File: src/rtl/tick_event_scheduler.sv
// Two-channel event scheduler sharing one timestamped valid/ready event port.
// ch0 requests as soon as it is triggered. ch1 runs a delay FSM and requests
// DELAY enabled cycles after its trigger. Simultaneous requests are arbitrated
// round-robin.
//
// state  | meaning
// S_IDLE | ch1 free, next enabled trig1 is accepted
// S_WAIT | ch1 delay down-counter running (advances only while en=1)
// S_PEND | ch1 event requesting the output register
module tick_event_scheduler #(
    parameter int TW    = 16,
    parameter int DELAY = 3,
    parameter int DW    = 8
) (
    input  logic          clk,
    input  logic          rst,
    input  logic          en,
    input  logic          trig0,
    input  logic          trig1,
    output logic          evt_valid,
    input  logic          evt_ready,
    output logic          evt_id,
    output logic [TW-1:0] evt_time,
    output logic          busy1,
    output logic [DW-1:0] drop_cnt0,
    output logic [DW-1:0] drop_cnt1
);

    typedef enum logic [1:0] {S_IDLE, S_WAIT, S_PEND} ch1_state_t;

    ch1_state_t    state_q, state_d;
    logic [7:0]    cnt_q, cnt_d;
    logic [TW-1:0] stamp1_q, stamp1_d;
    logic [TW-1:0] time_q, time_d;
    logic          pend0_q, pend0_d;
    logic [TW-1:0] stamp0_q, stamp0_d;
    logic          valid_q, valid_d;
    logic          id_q, id_d;
    logic [TW-1:0] etime_q, etime_d;
    logic          rr_q, rr_d;
    logic [DW-1:0] drop0_q, drop0_d;
    logic [DW-1:0] drop1_q, drop1_d;

    logic pend1;
    logic load;
    logic gnt0;
    logic gnt1;

    // Arbitration: rr_q holds the last granted channel, a lone requester always wins.
    always_comb begin
        pend1 = (state_q == S_PEND);
        load  = (!valid_q || evt_ready) && (pend0_q || pend1);
        gnt1  = load && pend1 && (!pend0_q || !rr_q);
        gnt0  = load && pend0_q && !gnt1;
    end

    // Next-state for time base, ch0 pending slot, ch1 FSM, drop counters and output register.
    always_comb begin
        time_d   = time_q;
        pend0_d  = pend0_q;
        stamp0_d = stamp0_q;
        drop0_d  = drop0_q;
        state_d  = state_q;
        cnt_d    = cnt_q;
        stamp1_d = stamp1_q;
        drop1_d  = drop1_q;
        valid_d  = valid_q;
        id_d     = id_q;
        etime_d  = etime_q;
        rr_d     = rr_q;

        if (en) begin
            time_d = time_q + TW'(1);
        end

        // A grant frees the slot in the same edge, so a fresh trigger can refill it.
        if (gnt0) begin
            pend0_d = 1'b0;
        end
        if (en && trig0) begin
            if (!pend0_q || gnt0) begin
                pend0_d  = 1'b1;
                stamp0_d = time_q;
            end else if (drop0_q != {DW{1'b1}}) begin
                drop0_d = drop0_q + DW'(1);
            end
        end

        case (state_q)
            S_IDLE: begin
                if (en && trig1) begin
                    state_d  = S_WAIT;
                    cnt_d    = 8'(DELAY);
                    stamp1_d = time_q + TW'(DELAY);
                end
            end
            S_WAIT: begin
                if (en) begin
                    if (cnt_q == 8'd1) begin
                        state_d = S_PEND;
                    end else begin
                        cnt_d = cnt_q - 8'd1;
                    end
                end
            end
            S_PEND: begin
                if (gnt1) begin
                    state_d = S_IDLE;
                end
            end
            default: state_d = S_IDLE;
        endcase

        // Triggers arriving while ch1 is busy are lost, including on its grant edge.
        if (en && trig1 && (state_q != S_IDLE) && (drop1_q != {DW{1'b1}})) begin
            drop1_d = drop1_q + DW'(1);
        end

        if (load) begin
            valid_d = 1'b1;
            id_d    = gnt1;
            etime_d = gnt1 ? stamp1_q : stamp0_q;
            rr_d    = gnt1;
        end else if (evt_ready) begin
            valid_d = 1'b0;
        end
    end

    // State registers, all cleared asynchronously.
    always_ff @(posedge clk or posedge rst) begin
        if (rst) begin
            time_q   <= '0;
            pend0_q  <= 1'b0;
            stamp0_q <= '0;
            drop0_q  <= '0;
            state_q  <= S_IDLE;
            cnt_q    <= '0;
            stamp1_q <= '0;
            drop1_q  <= '0;
            valid_q  <= 1'b0;
            id_q     <= 1'b0;
            etime_q  <= '0;
            rr_q     <= 1'b0;
        end else begin
            time_q   <= time_d;
            pend0_q  <= pend0_d;
            stamp0_q <= stamp0_d;
            drop0_q  <= drop0_d;
            state_q  <= state_d;
            cnt_q    <= cnt_d;
            stamp1_q <= stamp1_d;
            drop1_q  <= drop1_d;
            valid_q  <= valid_d;
            id_q     <= id_d;
            etime_q  <= etime_d;
            rr_q     <= rr_d;
        end
    end

    assign evt_valid = valid_q;
    assign evt_id    = id_q;
    assign evt_time  = etime_q;
    assign busy1     = (state_q != S_IDLE);
    assign drop_cnt0 = drop0_q;
    assign drop_cnt1 = drop1_q;

endmodule
File: config.mk
export PLATFORM = sky130hd
export DESIGN_NAME = tick_event_scheduler
export DESIGN_NICKNAME = d
export VERILOG_FILES = /design/src/rtl/tick_event_scheduler.sv
export SDC_FILE = /design/constraint.sdc
export NUM_CORES = 1
export LEC_CHECK = 0
export ABC_AREA = 1
export BUFFER_PORTS_ARGS = -buffer_cell sky130_fd_sc_hd__clkbuf_2
export CAP_MARGIN = 20
export CORE_MARGIN = 10
export CORE_UTILIZATION = 45
export CTS_CLUSTER_SIZE = 10
export DETAILED_ROUTE_END_ITERATION = 7
export MAX_ROUTING_LAYER = met4
export PLACE_DENSITY = 0.62
export SYNTH_ARGS = -nofsm -noshare
export SYNTH_HDL_FRONTEND = slang
export SYNTH_SLANG_ARGS = --single-unit
File: constraint.sdc
create_clock -name clk -period 7.7 [get_ports clk]
set_input_delay 1.155 -clock clk [delete_from_list [all_inputs] [get_ports clk]]
set_output_delay 1.155 -clock clk [all_outputs]
set_load 0.02 [all_outputs]
==> run metrics <==
TritonCTS Buffers=9; initial antenna violation count=0; CP peak stage delay=0.65 ns; nets=612; fraction of layout cells with a size suffix above 1=0.1107; critical path fanouts, max=22; vias in the first global route=3570; global-route wire length before repair=17220 um; num ports=41; gr usage total=0.1488; total grt overflow=0; Synth cell types=25; number of synthesized flops with an enable pin=0; Max Root-Sink Buffers=2; Root Driver=clkbuf_8; endpoints failing setup=0; area leader, netlist=dfrtp_1; Arrival @ worst endpoint=2.88 ns; Avg Cell Area, Syn=8.050 um2; register area share after synthesis=0.5181; Critical Path Sink Type=flip-flop; post-synthesis async set-or-reset flop share=1.000; area share of the largest cell type after synthesis=0.5181; FMAX=0.3795 GHz; synthesized flop and latch total=93; antenna viol nets, final=0; Die X=119.9 um; drt wl/cell=13.21 um; Adder-Cell Fraction of Synth Area=0.01671; Compound-Gate Fraction of Synth Area=0.05599; Synth Area in Simple Gates=0.2883; Post-Syn Area=4492 um2; main combinational cell family by area after synthesis=simple AND/OR/NAND/NOR gates; total power=0.001992 W; Post-CTS Resized=0; Non-Filler Instances=738; PwrDens=394.4 nW/um2; Remaining DRCs=0; most common cell in the synthesized netlist=nand2_1; CTS tree=built; Worst Setup Start Kind=input port; # clock sinks=93; Post-CTS Setup Bufs=0; top cells by count, synth=nand2_1, dfrtp_1, inv_1; placed cells=722; # Max-Cap Violations=0; final hold vios=0; slew margin rel.=0.4498; crit path max-delay cell type=nor2_1; First-pass DRT Iterations=5; Synth warnings=0; 1st-iter DRT viols=253; Post-CTS Hold Buffers=0; routability-driven placement congestion ratio=0.8874; synth-to-layout area growth=12.42%; Post-Syn Nets=570; FP Rows=36; H-tree levels=3; largest delay contributor family on the critical path=simple AND/OR/NAND/NOR gates; transition time of the tightest slew-check pin=0.8223 ns; XOR/XNOR share of the synthesized area=0.06045; hpwl dp=6945 um; worst vdd ir=169.9 uV; final WL=9750 um; Initial Util=0.4617; Worst path most repeated cell=nand2_1; clk slew on worst S/H paths=0.09 ns; leak pwr=2.683 nW; largest net degree at the start of global routing=59; Filler Cells Inserted=947; Period minus WS final=2.635 ns; Clock Skews=0.01028 ns; status=completed; worst skew pair latency=0.37 ns; Mapped Cells=558; crit share post-route=0.3422; Worst Path Class, Setup=input port to flip-flop; RSZ-0062 raised after global routing=no; dominant cells by area after synthesis=dfrtp_1, nand2_1, nand3_1, xor2_1, inv_1; Slew Limit Fails=0; n_diodes=0; via/cell ratio=4.802; Die H=119.9 um; main flop type after synthesis=dfrtp_1; Worst Path Buf+Inv=2; mux share of post-synthesis cell area=0; Hold Crit Class=flip-flop to flip-flop; Worst EP required=7.94 ns; setup TNS=0 ns; via count of the routed design=3544; I/O Buffers=40; die area=14380 um2; crit-path cells=clkbuf_2 -> nand2_1 -> nor2_1 -> inv_1 -> nand2_1 -> o21ai_0; core box area=9729 um2
[power breakdown]
group	switching [W]	leakage [nW]	internal, W
logic	0.000513	1.41	0.000252
registers	0.000153	1.15	0.000675
clock network	0.000174	0.121	0.000224
total	0.000840	2.68	0.00115
[tightest hold or removal path, stage by stage (launching register included)]
cell     delay, ns
dfrtp_1       0.35
nand2_1       0.05
nand2_1       0.05
[registers in the layout, summed over array words and instances (netlist names)]
signal and flops:
stamp1_q 16, evt_time 16, drop_cnt1 8, stamp0_q 16
state_q 2, evt_valid 1, drop_cnt0 8, rr_q 1
time_q 16, pend0_q 1, cnt_q 8
[metal layers]
layer	wire length (um)	GRT usage	vias to the layer above	part of all wire
li1	-	-	1838	-
met1	4813	0.1901	1645	0.49
met2	4381	0.2252	48	0.45
met3	335	0.02719	13	0.034
met4	219	0.06938	0	0.022
met5	0	-	-	0
[cell usage in the layout (no fill, tap or decap)]
master     count
nand2_1      201
dfrtp_1       93
inv_1         54
nand3_1       49
nor2_1        43
clkbuf_2      40
xor2_1        25
o21ai_0       20
o21ai_1       18
clkbuf_8      10
nand4_1        8
xnor2_1        6
ha_1           6
o22ai_1        4
nand2_2        3
nor3_1         3
a21oi_1        3
bufinv_16      3
inv_2          2
nand3_2        2
nor2_2         2
clkinv_2       2
clkbuf_1       2
a31oi_1        1
o21a_1         1
or2_2          1
nor2_4         1
o21bai_1       1
buf_4          1
[area by class of cell]
class                   count  area [um2]  area share
repair buffers             41       207.7     0.04113
flip-flops and latches     93        2327      0.4609
multi-input cells         398        1893      0.3749
clock buffers              12       145.1     0.02874
inverters                  57       215.2     0.04262
well taps                 133       166.4     0.03295
clock inverters             4       95.09     0.01883
[kinds of logic (layout without fill, tap and decap cells)]
| kind of cell | Yosys count | count (layout) |
|---|---|---|
| xor+xnor | 31 | 31 |
| compound gates | 48 | 48 |
| buf+inv | 67 | 114 |
| fa+ha+maj | 6 | 6 |
| simple gates | 313 | 313 |
| flops | 93 | 93 |
[worst paths after layout]
check,start,endpoint,slack [ns],cells after the start
min in group asynchronous,rst,drop_cnt1[6],0.81,2
min reg2reg,stamp1_q[9],stamp1_q[9],0.48,2
max,en,stamp1_q[8],5.06,6
min,stamp1_q[9],stamp1_q[9],0.48,2
max in group asynchronous,rst,stamp0_q[9],5.74,3
max reg2reg,state_q[0],stamp1_q[8],5.45,6
[stage by stage]
step                setup WS [ns]    util  instance area, um2  hold WS, ns
floorplan                   4.125       -                4492       0.4494
global placement            4.725  0.4943                4810       0.4626
detailed placement          4.652  0.4943                4810       0.4667
CTS                         5.036  0.5190                5050       0.4881
global route                4.847  0.5190                5050       0.5092
finish                      5.065  0.5190                5050       0.4846
Note: power is estimated with default switching activity, not from simulation.
